--- config.mk ---
export PLATFORM = sky130hd
export DESIGN_NAME = bram_bist_sequencer_flat
export DESIGN_NICKNAME = d
export VERILOG_FILES = /design/src/rtl/bram_bist_sequencer_if.sv /design/src/rtl/bram_bist_sequencer.sv /design/src/flat_wrapper.sv
export SDC_FILE = /design/constraint.sdc
export NUM_CORES = 1
export LEC_CHECK = 0
export ABC_AREA = 1
export ABC_CLOCK_PERIOD_IN_PS = 3000
export CORE_MARGIN = 2
export CORE_UTILIZATION = 52
export CTS_CLUSTER_SIZE = 30
export DETAILED_ROUTE_END_ITERATION = 10
export GPL_TIMING_DRIVEN = 0
export PLACE_DENSITY = 0.88
export SLEW_MARGIN = 0
export SYNTH_ARGS = -nofsm -noshare
export SYNTH_HDL_FRONTEND = slang
export SYNTH_SLANG_ARGS = --single-unit
export TNS_END_PERCENT = 100
--- constraint.sdc ---
create_clock -name clk -period 3 [get_ports clk]
set_clock_uncertainty 0.1 [all_clocks]
set_input_delay 0.9 -clock clk [delete_from_list [all_inputs] [get_ports clk]]
set_output_delay 0.9 -clock clk [all_outputs]
set_load 0.02 [all_outputs]
--- src/rtl/bram_bist_sequencer_if.sv ---
// RAM-side bus between the BIST sequencer (master) and one single-port BRAM (slave).
interface bram_bist_sequencer_if #(
    parameter int ADDR_W = 8,
    parameter int DATA_W = 16
);
    logic [ADDR_W-1:0] mem_addr;
    logic [DATA_W-1:0] mem_din;
    logic              mem_we;
    logic [DATA_W-1:0] mem_dout;

    modport master (
        output mem_addr,
        output mem_din,
        output mem_we,
        input  mem_dout
    );

    modport slave (
        input  mem_addr,
        input  mem_din,
        input  mem_we,
        output mem_dout
    );
endinterface

--- src/rtl/bram_bist_sequencer.sv ---
// Write-all / read-all BIST sequencer for a single-port BRAM with a 1-cycle registered read.
// Define BIST_FIRST_FAIL_EN to capture the address and data of the first mismatch.
module bram_bist_sequencer #(
    parameter int ADDR_W = 8,
    parameter int DATA_W = 16
) (
    input  logic                  clk,
    input  logic                  rst,
    input  logic                  start,
    input  logic [1:0]            pattern_sel,
    output logic                  busy,
    output logic                  done,
    output logic                  pass,
    output logic [ADDR_W:0]       err_count,
    output logic [ADDR_W-1:0]     first_fail_addr,
    output logic [DATA_W-1:0]     first_fail_data,
    bram_bist_sequencer_if.master mem
);

    typedef enum logic [2:0] {
        S_IDLE,
        S_WRITE,
        S_READ,
        S_DRAIN,
        S_DONE
    } state_t;

    state_t            state;
    logic [1:0]        pat_q;
    logic [ADDR_W-1:0] addr_q;
    logic [DATA_W-1:0] din_q;
    logic              we_q;
    logic              pipe_valid;
    logic [DATA_W-1:0] pipe_exp;
    logic              mismatch;
    logic              addr_last;
    logic              accept;

    function automatic logic [DATA_W-1:0] pattern_of(input logic [1:0] sel,
                                                     input logic [ADDR_W-1:0] a);
        logic [DATA_W-1:0] base;
        base = DATA_W'(a);
        case (sel)
            2'd0:    pattern_of = base;
            2'd1:    pattern_of = ~base;
            2'd2:    pattern_of = a[0] ? {(DATA_W/2){2'b01}} : {(DATA_W/2){2'b10}};
            default: pattern_of = '1;
        endcase
    endfunction

    assign accept    = start && ((state == S_IDLE) || (state == S_DONE));
    assign addr_last = &addr_q;
    assign mismatch  = pipe_valid && (mem.mem_dout != pipe_exp);
    assign pass      = done && (err_count == '0);

    assign mem.mem_addr = addr_q;
    assign mem.mem_din  = din_q;
    assign mem.mem_we   = we_q;

    // The read pipeline holds the expected word for the address the RAM is currently fetching,
    // so the compare lands one cycle after the address was issued (including the DRAIN cycle).
    always_ff @(posedge clk or negedge rst) begin
        if (!rst) begin
            state      <= S_IDLE;
            pat_q      <= '0;
            addr_q     <= '0;
            din_q      <= '0;
            we_q       <= 1'b0;
            busy       <= 1'b0;
            done       <= 1'b0;
            err_count  <= '0;
            pipe_valid <= 1'b0;
            pipe_exp   <= '0;
        end else begin
            pipe_valid <= (state == S_READ);
            pipe_exp   <= pattern_of(pat_q, addr_q);
            if (mismatch) begin
                err_count <= err_count + 1'b1;
            end
            case (state)
                S_IDLE, S_DONE: begin
                    if (accept) begin
                        state     <= S_WRITE;
                        pat_q     <= pattern_sel;
                        addr_q    <= '0;
                        din_q     <= pattern_of(pattern_sel, '0);
                        we_q      <= 1'b1;
                        busy      <= 1'b1;
                        done      <= 1'b0;
                        err_count <= '0;
                    end
                end
                S_WRITE: begin
                    if (addr_last) begin
                        state  <= S_READ;
                        addr_q <= '0;
                        din_q  <= '0;
                        we_q   <= 1'b0;
                    end else begin
                        addr_q <= addr_q + 1'b1;
                        din_q  <= pattern_of(pat_q, addr_q + 1'b1);
                    end
                end
                S_READ: begin
                    if (addr_last) begin
                        state <= S_DRAIN;
                    end else begin
                        addr_q <= addr_q + 1'b1;
                    end
                end
                S_DRAIN: begin
                    state <= S_DONE;
                    busy  <= 1'b0;
                    done  <= 1'b1;
                end
                default: begin
                    state <= S_IDLE;
                end
            endcase
        end
    end

`ifdef BIST_FIRST_FAIL_EN
    logic [ADDR_W-1:0] pipe_addr;

    // err_count is still zero exactly when the first mismatch since the last start is seen.
    always_ff @(posedge clk or negedge rst) begin
        if (!rst) begin
            pipe_addr       <= '0;
            first_fail_addr <= '0;
            first_fail_data <= '0;
        end else begin
            pipe_addr <= addr_q;
            if (accept) begin
                first_fail_addr <= '0;
                first_fail_data <= '0;
            end else if (mismatch && (err_count == '0)) begin
                first_fail_addr <= pipe_addr;
                first_fail_data <= mem.mem_dout;
            end
        end
    end
`else
    assign first_fail_addr = '0;
    assign first_fail_data = '0;
`endif

endmodule
--- src/flat_wrapper.sv ---
// flat-port wrapper written by rule: the top's interface ports become plain ports
module bram_bist_sequencer_flat 
#(
    parameter int ADDR_W = 8,
    parameter int DATA_W = 16
)
  (clk, rst, start, pattern_sel, busy, done, pass, err_count, first_fail_addr, first_fail_data, mem_mem_addr, mem_mem_din, mem_mem_we, mem_mem_dout);
  bram_bist_sequencer_if #(.ADDR_W(ADDR_W), .DATA_W(DATA_W)) mem_i ();
  input  logic clk;
  input  logic rst;
  input  logic start;
  input  logic [1:0] pattern_sel;
  output logic busy;
  output logic done;
  output logic pass;
  output logic [ADDR_W:0] err_count;
  output logic [ADDR_W-1:0] first_fail_addr;
  output logic [DATA_W-1:0] first_fail_data;
  output wire logic [$bits(mem_i.mem_addr)-1:0] mem_mem_addr;
  output wire logic [$bits(mem_i.mem_din)-1:0] mem_mem_din;
  output wire logic [$bits(mem_i.mem_we)-1:0] mem_mem_we;
  input wire logic [$bits(mem_i.mem_dout)-1:0] mem_mem_dout;
  assign mem_mem_addr = mem_i.mem_addr;
  assign mem_mem_din = mem_i.mem_din;
  assign mem_mem_we = mem_i.mem_we;
  assign mem_i.mem_dout = mem_mem_dout;
  bram_bist_sequencer #(.ADDR_W(ADDR_W), .DATA_W(DATA_W)) u_core (.clk(clk), .rst(rst), .start(start), .pattern_sel(pattern_sel), .busy(busy), .done(done), .pass(pass), .err_count(err_count), .first_fail_addr(first_fail_addr), .first_fail_data(first_fail_data), .mem(mem_i));
endmodule
; ---- After elaboration in Yosys (flattened, before gate mapping)
; Cells that the tools add are included.
[totals]
regBits = 58
out_inout_bits = 61
word_cells = 70
[op_classes]
add_sub_neg = 2
eq_ne = 12
mux = 25
n_bitwise = 2
reduce_logical = 19
[op_table]
columns = op, n
row1 = $pmux 16 s3, 2
row2 = $mux 16, 4
row3 = $pmux 16 s2, 2
row4 = $not 8->16, 2
row5 = $mux 9, 3
row6 = $mux 8, 3
row7 = $pmux 8 s3, 1
row8 = $ne 16x16->1, 1
row9 = $pmux 3 s4, 1
row10 = $add 9x1->9 const B, 1
row11 = $logic_not 9->1, 1
row12 = $mux 3, 3
row13 = $reduce_and 3->1, 3
row14 = $add 8x1->8 const B, 1
row15 = $reduce_and 8->1, 1
row16 = $eq 3x2->1 const B, 2
row17 = $ne 2x1->1 const B, 3
row18 = $pmux 1 s2, 3
row19 = $reduce_and 2->1, 3
row20 = $eq 2x2->1 const B, 2
row21 = $logic_not 2->1, 2
row22 = $reduce_bool 2->1, 2
row23 = $eq 3x1->1 const B, 1
row24 = $eq 3x3->1 const B, 1
row25 = other kinds (8), 12

; ---- Depth between registers and ports, before layout
; Gate-level depths: netlist of the first run.
[depth]
ltp_word = 5
mapped_depth = 10
depth_no_buf = 10

; ---- Least setup slack after synthesis of the first run
; Ideal clock, no wire load.
[synth_path]
kind = register to output
startpoint = reg u_core.err_count[0]
endpoint = out pass
arrival_ns = 1.485
path_slack_ns = 0.515
path_stages_with_launch = 5
cell_sequence = dfrtp_1 inv_1 ha_1 nand3_1 nor4_1
[synth_between]
elab_chain_cells = 2
[synth_lines]
columns = item, line_no
row1 = start: declaration, bram_bist_sequencer.sv:14  ; output logic [ADDR_W:0] err_count,
row2 = start signal: assignment, bram_bist_sequencer.sv:78  ; err_count <= err_count + 1'b1;
row3 = $logic_not 9->1, bram_bist_sequencer.sv:54  ; assign pass = done && (err_count == '0);
row4 = $logic_and 1x1->1, bram_bist_sequencer.sv:54
row5 = end: declaration, flat_wrapper.sv:15  ; output logic pass;
; No other way between the ends.

; ---- Worst setup path in the final report of the first run
; Same ends and word-level chain as after synthesis.

==> flow_summary.toml, run 1 <==
[outcome]
status = "finished, final reports clean"

[worst_hold_path]
min_from = "u_core.busy"
worstHoldPathType = "reg2reg"

[cells_and_area]
final_cell_mix = "nand2_1, clkdlybuf4s50_1, inv_1"
fin_util = 0.713
fin_area_mm2 = 0.00369
layout-drive-gt1-share = 0.119
fillers = 401
area_growth_syn_to_layout_pct = 30.7
ff_latch_area_mm2 = 0.00115
n_antenna_cell = 0
multi_input_area_mm2 = 0.00131
final_common_cell = "nand2_1"
nets = 496

[setup_path]
arrival_ns = 1.53
cp.required_ns = 2.00
worst-path-max-fanout = 5
critPathKind = "reg2out"
critPathTopFamily = "flip-flops"
crit_buf_inv = 2
max_stage_delay_ns = 0.43
startpoint = "u_core.err_count[0]"
critPathSlowestCell = "dfrtp_1"
critPathCaptureType = "output port"
path_cells = "inv_1 -> ha_1 -> nand3_1 -> nor4_1 -> dlymetal6s2s_1"
crit_path_start_kind = "register"
r2r_start = "u_core.state[0]"

[sta]
period_share = 0.842
hold_violations = 0
slew_violations = 0
worstMarginPinSlew_ns = 0.787
relSlewSlack = 0.471
grt_setup_unrepaired = "false"
clock.fmax_mhz = 396
finalSetupViolations = 0
period_needed_ns = 2.53

[global_routing]
grt_use_total = 0.233
antenna_found_initial = 0
grt_start_max_net_pins = 32
grt_pass1_wl_um = 11400
grt_pass1_vias = 2631
overflow = 0

[clocking]
cts_hold_buffers = 0
cts_sinks = 46
tritoncts = "built"
cts_max_level = 2
cts_root_buffer = "clkbuf_8"
clk_latency_ns = 0.30
clk_pin_slew_ns = 0.08
clock_path_buffers = 2
cts_buffers = 5

[floorplan]
start_util = 0.546
dieArea_mm2 = 0.00603
die_w_um = 77.7
die_h_um = 77.7
core_area_mm2 = 0.00517
ioPinCount = 82
num_rows = 26

[synthesis]
syn_avg_cell_area_um2 = 7.37
synth_edf_count = 0
ys_seq_area_frac = 0.408
ys_types = 32
synth-seq-cells = 46
netlist_area_mm2 = 0.00282
synthArstFlopShare = 1.00
yosysWarningCount = 0
synthCells = 383
ys.flop_type = "dfrtp_1"

[placed_design]
gp_congestion = 0.984
port_buffers = 57
dpl.hpwl_um = 5170
dpl_cell_area_mm2 = 0.00358

[drt]
vias_per_cell = 5.12
antenna_left = 0
post-route-drc-count = 0
drt_pre_antenna_iters = 4
wl_per_cell_um = 12.6
routed-via-count = 2773
wirelength_um = 6820
drt_iter0_drc = 160

[power]
clockPowerShare = 0.128
combinationalPowerShare = 0.547
ir_worst_vdd_uv = 669
p_int_mw = 1.79
p_switching_mw = 1.48
p_leak_nw = 1.83
p_sw_frac = 0.453
power.density_mw_per_mm2 = 886
pwr-share-seq = 0.325

[job]
maxCapViolCount = 0
-- kinds of logic (layout without fill, tap and decap cells) --
family,count (synthesis),count (layout),share of synthesized area
xor+xnor,7,7,0.0217
simple gates,187,187,0.288
compound gates,51,51,0.105
flops,46,46,0.408
other cells,1,24,0.00133
fa+ha+maj,4,4,0.0177
buf+inv,87,153,0.158
-- registers in the layout, summed over array words and instances, names as in the netlist --
| signal | flops |
|---|---|
| u_core.state | 3 |
| u_core.done | 1 |
| u_core.busy | 1 |
| u_core.pipe_valid | 1 |
| u_core.mem.mem_we | 1 |
| u_core.mem.mem_din | 10 |
| u_core.pipe_exp | 10 |
| u_core.err_count | 9 |
| u_core.mem.mem_addr | 8 |
| u_core.pat_q | 2 |
-- final cells by class --
| type | instances | share of cell area |
|---|---|---|
| multi-input combinational | 273 | 0.355 |
| sequential | 46 | 0.312 |
| timing repair buffer | 58 | 0.159 |
| buffer | 36 | 0.0692 |
| inverter | 51 | 0.0519 |
| clock buffer | 7 | 0.0261 |
| tap | 70 | 0.0237 |
| clock inverter | 1 | 0.00237 |
-- Yosys cell counts, types with 3 or more instances --
library cell	instances	area share
nand3_2	3	0.011
o21ai_0	15	0.027
nor2_1	38	0.051
o21ai_1	3	0.0053
ha_1	4	0.018
inv_1	49	0.065
buf_2	3	0.0053
nand4_1	5	0.011
xor2_1	6	0.019
buf_4	31	0.082
o211ai_1	9	0.024
dfrtp_1	46	0.41
a21oi_1	19	0.034
nor3_1	3	0.0053
nand3_1	29	0.051
nand2_1	99	0.13
-- per-stage QoR --
step                      setup slack [ns]  instances  TNS (ns)  total power [mW]  hold slack (ns)
final                                0.474        542         0              3.27            0.379
after global routing                 0.404        542         0              3.50            0.405
after CTS                           0.0538        542         0              3.26            0.387
after detailed placement             0.388        534         0              2.83            0.364
after global placement              -0.227        533    -10.33              2.76            0.363
after floorplan                      0.515        406         0              2.17            0.365
-- per-layer routing --
layer / wire (um) / vias up / GRT usage
met5: 0 / - / 0
met4: 167 / 0 / 0.100
met3: 526 / 19 / 0.0512
met2: 3360 / 126 / 0.413
met1: 2760 / 1289 / 0.270
li1: - / 1339 / -
-- worst paths after layout --
| check | end | slack, ns | depth (start not counted) |
|---|---|---|---|
| worst max-delay path | pass | 0.47 | 5 |
| min in group asynchronous | u_core.pipe_exp[14] | 0.40 | 1 |
| worst min-delay path | u_core.busy | 0.38 | 2 |
| max in group asynchronous | u_core.err_count[0] | 1.93 | 2 |
| worst max register to register | u_core.mem.mem_din[7] | 1.10 | 4 |
| worst min register to register | u_core.busy | 0.38 | 2 |
-- timing repair --
item / CTS / global route
resized for setup: 0 / 1
endpoints found under the setup margin: 0 / 1
buffers inserted: 0 / 0
-- tightest hold or removal path, stage by stage, from the launching register on --
cell     delay (ns)
dfrtp_1        0.35
nand2_1        0.05
nand2_1        0.05
-- power groups by stage --
stage                     registers (mW)  clock network (mW)  logic, mW
final                               1.06               0.417       1.79
after global routing                1.09               0.453       1.95
after CTS                           1.06               0.420       1.78
after detailed placement            1.07                   0       1.76
after global placement              1.05                   0       1.70
after floorplan                     1.16                   0       1.02
(Power assumes the default switching activity.)
==> run 2, diff against run 1 <==
--- a/config.mk
+++ b/config.mk
@@ -6,13 +6,13 @@
 export NUM_CORES = 1
 export LEC_CHECK = 0
 export ABC_AREA = 1
-export ABC_CLOCK_PERIOD_IN_PS = 3000
+export ABC_CLOCK_PERIOD_IN_PS = 2450
 export CORE_MARGIN = 2
-export CORE_UTILIZATION = 52
+export CORE_UTILIZATION = 48
 export CTS_CLUSTER_SIZE = 30
 export DETAILED_ROUTE_END_ITERATION = 10
 export GPL_TIMING_DRIVEN = 0
-export PLACE_DENSITY = 0.88
+export PLACE_DENSITY = 0.82
 export SLEW_MARGIN = 0
 export SYNTH_ARGS = -nofsm -noshare
 export SYNTH_HDL_FRONTEND = slang
==> constraint.sdc (replaced) <==
create_clock -name clk -period 2.45 [get_ports clk]
set_clock_uncertainty 0.1 [all_clocks]
set_input_delay 0.735 -clock clk [delete_from_list [all_inputs] [get_ports clk]]
set_output_delay 0.735 -clock clk [all_outputs]
set_load 0.02 [all_outputs]
==> flow_summary.toml, run 2 (synthesized netlist as in run 1, its figures left out) <==
[outcome]
status = "finished, final reports clean"

[setup_path]
arrival_ns = 1.49
critPathCaptureType = "output port"
max_stage_delay_ns = 0.67
crit_path_start_kind = "register"
crit_buf_inv = 1
cp.required_ns = 1.62
critPathSlowestCell = "clkdlybuf4s50_1"
worst-path-max-fanout = 8
critPathKind = "reg2out"
critPathTopFamily = "buffers and inverters"
path_cells = "clkdlybuf4s50_1"

[placed_design]
gp_congestion = 0.897
port_buffers = 57
dpl.hpwl_um = 4970

[sta]
worstMarginPinSlew_ns = 0.711
relSlewSlack = 0.522
finalSetupViolations = 0
whs_ns = 0.231
slew_violations = 0
period_needed_ns = 2.32
period_share = 0.948
hold_violations = 0
grt_setup_unrepaired = "false"
clock.fmax_mhz = 430

[clocking]
clk_latency_ns = 0.30
clk_pin_slew_ns = 0.08
tritoncts = "built"
cts_hold_buffers = 0
cts_root_buffer = "clkbuf_8"
cts_sinks = 46
cts_buffers = 5
cts_max_level = 2
clock_path_buffers = 2

[floorplan]
dieArea_mm2 = 0.00651
die_w_um = 80.7
core_area_mm2 = 0.00561
num_rows = 27
ioPinCount = 82
die_h_um = 80.7
start_util = 0.503

[cells_and_area]
final_cell_mix = "nand2_1, clkdlybuf4s50_1, inv_1"
layout-drive-gt1-share = 0.119
area_growth_syn_to_layout_pct = 29.9
final_common_cell = "nand2_1"
n_antenna_cell = 0
nets = 497

[global_routing]
grt_use_total = 0.204
grt_pass1_wl_um = 10400
grt_start_max_net_pins = 33
antenna_found_initial = 0
grt_pass1_vias = 2383
overflow = 0

[drt]
wirelength_um = 6340
wl_per_cell_um = 11.6
antenna_left = 0
drt_iter0_drc = 157
vias_per_cell = 4.90
routed-via-count = 2666
drt_pre_antenna_iters = 6
post-route-drc-count = 0

[power]
ir_worst_vdd_uv = 716
power.density_mw_per_mm2 = 1060
p_leak_nw = 1.80
power_mw = 3.88

[worst_hold_path]
worstHoldPathType = "in2async"

[job]
maxCapViolCount = 0
run 2: final timing paths:
| kind | startpoint | endpoint | slack, ns | cells after the start |
|---|---|---|---|---|
| max | u_core.mem.mem_addr[4] | mem_mem_addr[4] | 0.13 | 1 |
| max reg2reg | u_core.state[0] | u_core.mem.mem_din[13] | 0.60 | 4 |
| max in group asynchronous | rst | u_core.err_count[6] | 1.54 | 2 |
| min reg2reg | u_core.busy | u_core.busy | 0.38 | 2 |
| min in group clk | u_core.busy | u_core.busy | 0.38 | 2 |
| min | rst | u_core.mem.mem_addr[7] | 0.23 | 1 |
run 2: power by group:
| part | leakage [nW] | total [mW] | switching [mW] | internal (mW) |
|---|---|---|---|---|
| combinational | 1.19 | 2.15 | 1.26 | 0.890 |
| clock | 0.0373 | 0.438 | 0.243 | 0.196 |
| sequential | 0.573 | 1.29 | 0.243 | 1.04 |
| total | 1.80 | 3.88 | 1.75 | 2.13 |
run 2: through the flow:
| step | setup WS [ns] | util | TNS (ns) | area [um2] | cells |
|---|---|---|---|---|---|
| 2_1_floorplan | 0.130 | - | 0 | 2910 | 406 |
| 3_3_place_gp | -0.624 | 0.637 | -28.61 | 3570 | 535 |
| 3_5_place_dp | 0.00787 | 0.639 | 0 | 3580 | 536 |
| 4_1_cts | 0.0299 | 0.654 | 0 | 3670 | 543 |
| 5_1_grt | 0.0288 | 0.654 | 0 | 3670 | 544 |
| 6_report | 0.127 | 0.654 | 0 | 3670 | 544 |
run 2: timing repair:
action / in CTS / in global routing
buffers inserted: 0 / 1
pin swaps: 0 / 0
gates resized for setup: 4 / 1
setup endpoints to repair: 1 / 1
hold endpoints to repair: 0 / 0
run 2: layer usage:
metal / wire length, um / up-vias / track usage / share of wire
li1: - / 1339 / - / -
met1: 2750 / 1222 / 0.260 / 0.43
met2: 2990 / 95 / 0.345 / 0.47
met3: 500 / 10 / 0.0449 / 0.079
met4: 99 / 0 / 0.0610 / 0.016
met5: 0 / - / 0 / 0
run 2: area by class of cell:
type	instances	area, um2
multi-input combinational	273	1310
inverter	51	191
timing repair buffer	59	588
clock inverter	1	7.51
fill	498	1940
buffer	36	255
tap	72	90.1
sequential	46	1150
clock buffer	6	72.6
